**src/rtl/si_div_iter_12b_pkg.sv**
```systemverilog
// Shared constants and state encoding for the iterative signed divider.
// Default operand width, iteration count and FSM states.
package si_div_iter_12b_pkg;

    localparam int DW_DEF = 12;
    localparam int ITER   = 2 * DW_DEF;

    typedef enum logic [1:0] {
        IDLE,
        CALC,
        FIX,
        DONE
    } state_t;

endpackage

```
**src/rtl/si_div_step.sv**
```systemverilog
// One restoring shift-subtract iteration of the magnitude divider.
// Produces the next partial remainder and one quotient bit.
module si_div_step
    import si_div_iter_12b_pkg::*;
#(
    parameter int DW = DW_DEF
) (
    input  logic [DW:0] prem,
    input  logic        din,
    input  logic [DW:0] dvs,
    output logic [DW:0] nrem,
    output logic        qbit
);

    logic [DW+1:0] trial;
    logic [DW+1:0] diff;

    // prem < dvs <= 2^(DW-1), so trial never reaches bit DW+1
    assign trial = {prem, din};
    assign diff  = trial - {1'b0, dvs};
    assign qbit  = ~diff[DW+1];
    assign nrem  = qbit ? diff[DW:0] : trial[DW:0];

endmodule

```
**src/rtl/si_div_iter_12b.sv**
```systemverilog
// Iterative signed divider: 2*DW-bit dividend by DW-bit divisor,
// truncating toward zero, with saturation and divide-by-zero flags.
module si_div_iter_12b
    import si_div_iter_12b_pkg::*;
#(
    parameter int DW = DW_DEF
) (
    input  logic            clk,
    input  logic            rst_n,
    input  logic [2*DW-1:0] dvd,
    input  logic [DW-1:0]   dvs,
    input  logic            in_vld,
    output logic            in_rdy,
    output logic [DW-1:0]   quo,
    output logic [DW-1:0]   rem,
    output logic            div0,
    output logic            ovf,
    output logic            out_vld,
    input  logic            out_rdy
);

    localparam int CW = $clog2(2 * DW + 1);
    localparam logic [CW-1:0] NIT = CW'(2 * DW);

    localparam logic [2*DW-1:0] QPOS = {{(DW + 1){1'b0}}, {(DW - 1){1'b1}}};
    localparam logic [2*DW-1:0] QNEG = {{DW{1'b0}}, 1'b1, {(DW - 1){1'b0}}};
    localparam logic [DW-1:0]   SMAX = {1'b0, {(DW - 1){1'b1}}};
    localparam logic [DW-1:0]   SMIN = {1'b1, {(DW - 1){1'b0}}};

    state_t st, st_n;

    logic            sd, ss;
    logic [2*DW-1:0] acc;
    logic [DW:0]     mdvs, prem, prem_n;
    logic            qbit;
    logic [CW-1:0]   cnt;

    logic            dz;
    logic [2*DW-1:0] advd;
    logic [DW:0]     advs;
    logic            neg, ovf_n;
    logic [DW-1:0]   qs, quo_n, rem_n;

    assign dz   = (dvs == '0);
    assign advd = dvd[2*DW-1] ? -dvd : dvd;
    // One extra bit so the most negative divisor has a magnitude
    assign advs = dvs[DW-1] ? -{1'b1, dvs} : {1'b0, dvs};

    si_div_step #(.DW(DW)) u_step (
        .prem (prem),
        .din  (acc[2*DW-1]),
        .dvs  (mdvs),
        .nrem (prem_n),
        .qbit (qbit)
    );

    assign neg   = sd ^ ss;
    assign ovf_n = neg ? (acc > QNEG) : (acc > QPOS);
    assign qs    = neg ? -acc[DW-1:0] : acc[DW-1:0];
    assign quo_n = ovf_n ? (neg ? SMIN : SMAX) : qs;
    assign rem_n = sd ? -prem[DW-1:0] : prem[DW-1:0];

    always_comb begin
        st_n = st;
        unique case (st)
            IDLE: if (in_vld) st_n = dz ? DONE : CALC;
            CALC: if (cnt == CW'(1)) st_n = FIX;
            FIX:  st_n = DONE;
            DONE: if (out_rdy) st_n = IDLE;
            default: st_n = IDLE;
        endcase
    end

    assign in_rdy  = (st == IDLE);
    assign out_vld = (st == DONE);

    always_ff @(posedge clk) begin
        if (!rst_n) begin
            st   <= IDLE;
            cnt  <= '0;
            sd   <= 1'b0;
            ss   <= 1'b0;
            acc  <= '0;
            mdvs <= '0;
            prem <= '0;
            quo  <= '0;
            rem  <= '0;
            div0 <= 1'b0;
            ovf  <= 1'b0;
        end else begin
            st <= st_n;
            unique case (st)
                IDLE: begin
                    if (in_vld) begin
                        sd   <= dvd[2*DW-1];
                        ss   <= dvs[DW-1];
                        acc  <= advd;
                        mdvs <= advs;
                        prem <= '0;
                        cnt  <= NIT;
                        if (dz) begin
                            div0 <= 1'b1;
                            ovf  <= 1'b0;
                            rem  <= '0;
                            quo  <= dvd[2*DW-1] ? SMIN : SMAX;
                        end
                    end
                end
                CALC: begin
                    // Dividend bits shift out as quotient bits shift in
                    acc  <= {acc[2*DW-2:0], qbit};
                    prem <= prem_n;
                    cnt  <= cnt - CW'(1);
                end
                FIX: begin
                    quo  <= quo_n;
                    rem  <= rem_n;
                    ovf  <= ovf_n;
                    div0 <= 1'b0;
                end
                DONE: ;
                default: ;
            endcase
        end
    end

endmodule

```
**config.mk**
```make
export PLATFORM = sky130hd
export DESIGN_NAME = si_div_iter_12b
export DESIGN_NICKNAME = d
export VERILOG_FILES = /design/src/rtl/si_div_iter_12b_pkg.sv /design/src/rtl/si_div_step.sv /design/src/rtl/si_div_iter_12b.sv
export SDC_FILE = /design/constraint.sdc
export NUM_CORES = 1
export LEC_CHECK = 0
export CORE_MARGIN = 2
export CORE_UTILIZATION = 40
export CTS_BUF_LIST = sky130_fd_sc_hd__clkbuf_8
export CTS_CLUSTER_DIAMETER = 80
export DETAILED_ROUTE_END_ITERATION = 10
export GPL_ROUTABILITY_DRIVEN = 0
export PLACE_DENSITY = 0.68
export SYNTH_ARGS = -nofsm -noshare
export SYNTH_HDL_FRONTEND = slang
export SYNTH_SLANG_ARGS = --single-unit
```
**constraint.sdc**
```tcl
create_clock -name clk -period 3.5 [get_ports clk]
set_clock_uncertainty 0.05 [all_clocks]
set_input_delay 0.7 -clock clk [delete_from_list [all_inputs] [get_ports clk]]
set_output_delay 0.7 -clock clk [all_outputs]
set_load 0.005 [all_outputs]
```
==> flow_summary.ini <==
[run_status]
status = completed

[place]
dp_hpwl_um = 10900
dp_cells = 900
dpl_cell_area_um2 = 6330
numPortBuffers = 67

[setup_path]
cp.arrival_ps = 3290
cp_top_family = simple AND/OR/NAND/NOR gates
worstSetupPathType = in -> reg
crit_path_start_kind = primary input
crit_buf_inv = 1
worst_path_most_repeated_cell = or4_4
critPathSlowestCell = or4_4
cpPeakStageDelay_ps = 560
critPathMaxFanout = 5
required_ps = 3710
end_kind = register
crit_chain = clkdlybuf4s50_1 -> or4_4 -> or3_4 -> or4_4 -> o21ai_0 -> xnor2_1 -> a222oi_1 -> nor2b_1

[floorplan]
start_util_pct = 41.1
dieArea_um2 = 14600
pin_count = 68
dieWidth_um = 121
rows = 42
coreArea_um2 = 13300
die_h_um = 121

[yosys]
avgSynthCellArea_um2 = 8.07
synth.most_common_cell = dfxtp_1
synth-main-ff-cell = dfxtp_1
synth_seq_cells = 85
async_flop_share_pct = 0
synth_common_cells = 85 x dfxtp_1, 80 x nand2_1, 44 x o21ai_0
netlist_area_um2 = 5470
yosys.area.top_type = dfxtp_1
synth_top_area_share_pct = 31.1
synth_area_leaders = dfxtp_1 31%, xnor2_1 6.3%, nand2_1 5.5%
synth_warnings = 0
synth_edf_count = 0
syn_inst = 677
synth.distinct_cells = 62
ys_seq_area_share_pct = 31.1
syn_nets = 741

[clocking]
clock_latency_ps = 380
cts_resized = 0
clock-sinks = 85
clockBufferDepth = 2
cts_tree = built
cts_root_buffer = clkbuf_8
post_cts_buffers = 0
hold_buffers = 0
clk_pin_slew_ps = 80
cts.htree.levels = 3
cts_made_buffers = 9

[cells_and_area]
fin_area_um2 = 6540
layoutNonFillerInstCount = 913
syn_to_final_growth_pct = 19.6
drive_above_1_share_pct = 5.43
diodes = 0
nFillCells = 1280
nets = 799

[sta]
finalHoldViolCount = 0
fin_tns_setup_ps = 0
layout_min_cycle_time_ps = 3070
rsz0062_at_grt = false
slew_violations = 0
hold_slack_ps = 413
timing.final.crit_share_pct = 87.8
maxSlewHeadroom_pct = 49.5
max_freq_mhz = 325
setup_viol = 0
tightest_slew_ps = 757

[global_routing]
grt_pass1_vias = 5124
grt_pass1_wl_um = 24000
antenna_found_initial = 0
grt_usage_pct = 20.3
grt_overflow_total = 0
grt_max_degree = 54

[routing]
vias = 5253
drc_errors = 0
postRouteAntennaNets = 0
wire_per_inst_um = 16.0
drt-initial-drc-count = 521
via_per_inst = 5.75
routed_wirelength_um = 14600
first_pass_iters = 5

[worst_hold_path]
hold_path_class = reg -> reg

[power]
ir_worst_vdd_v = 0.000319
power_density_nw_per_um2 = 718
p_total_w = 0.00469
leakage_nw = 2.53

[flow_run]
drv_cap = 0
report_power, final:
| part | internal [W] | total, W | switching [W] | leakage [nW] |
|---|---|---|---|---|
| clock | 0.000408 | 0.000760 | 0.000353 | 0.105 |
| sequential | 0.00117 | 0.00140 | 0.000227 | 0.692 |
| combinational | 0.00107 | 0.00254 | 0.00147 | 1.73 |
| total | 0.00264 | 0.00469 | 0.00205 | 2.53 |
flip-flops by register name, indices dropped and copies added (netlist names), 2 cells and up:
register	count
acc	24
prem	13
quo	12
mdvs	13
st	2
cnt	5
rem	12
through the flow:
stage | worst slack (ps) | util [%]
2_1_floorplan | 659 | -
3_3_place_gp | 119 | 47.6
3_5_place_dp | 51.9 | 47.6
4_1_cts | 449 | 49.2
5_1_grt | 309 | 49.2
6_report | 427 | 49.2
worst paths after layout:
kind / start / endpoint / slack [ps] / depth (start not counted)
max: dvd[8] / acc[20] / 430 / 8
max reg2reg: prem[6] / prem[11] / 580 / 8
min: ovf / ovf / 410 / 2
min reg2reg: ovf / ovf / 410 / 2
area by class of cell:
| class | count | area, µm² | share of cell area (%) |
|---|---|---|---|
| Tap cell | 176 | 220 | 3.37 |
| Clock inverter | 3 | 63.8 | 0.976 |
| Inverter | 38 | 143 | 2.18 |
| Clock buffer | 10 | 138 | 2.11 |
| Multi-Input combinational cell | 518 | 3480 | 53.3 |
| Sequential cell | 85 | 1700 | 26.0 |
| Timing Repair Buffer | 83 | 786 | 12.0 |
cells by family (layout without fill, tap and decap cells):
logic type,count (synthesis),after routing,synth area share [%]
AO/OA/AOI/OAI,189,189,25.0
multiplexers,12,12,2.20
XOR/XNOR,57,57,9.13
buffers and inverters,74,134,5.27
AND/OR/NAND/NOR,236,236,21.6
flip-flops,85,85,31.1
adder cells (fa/ha/maj),24,24,5.63
routing by layer:
layer | routed length, µm | track usage [%] | part of all wire, %
met1 | 6410 | 24.7 | 44
met2 | 7160 | 35.3 | 49
met3 | 791 | 3.71 | 5.4
met4 | 287 | 7.78 | 2.0
met5 | 0 | 0 | 0
cells in the final DEF, fill, tap and decap left out, types with 11 or more instances in the layout:
cell type,count
dfxtp_1,85
nand2_1,80
clkdlybuf4s50_1,66
o21ai_0,44
inv_1,39
xnor2_1,39
nor2_1,32
nand3_1,27
nor2b_1,26
a21boi_0,24
a21oi_1,23
ha_1,23
xor2_1,18
a222oi_1,18
buf_4,16
o31ai_1,15
nor3_1,12
nor4_1,12
mux2i_1,12
o211a_1,11
worst reg2reg max path: stages, from the launching register on:
cell,delay [ps]
dfxtp_1,510
ha_1,360
and3_1,230
a21boi_0,130
a41oi_1,380
a31oi_1,180
or3_1,490
nor4b_1,360
a311o_1,160
Note: power is estimated with default switching activity, not from simulation.
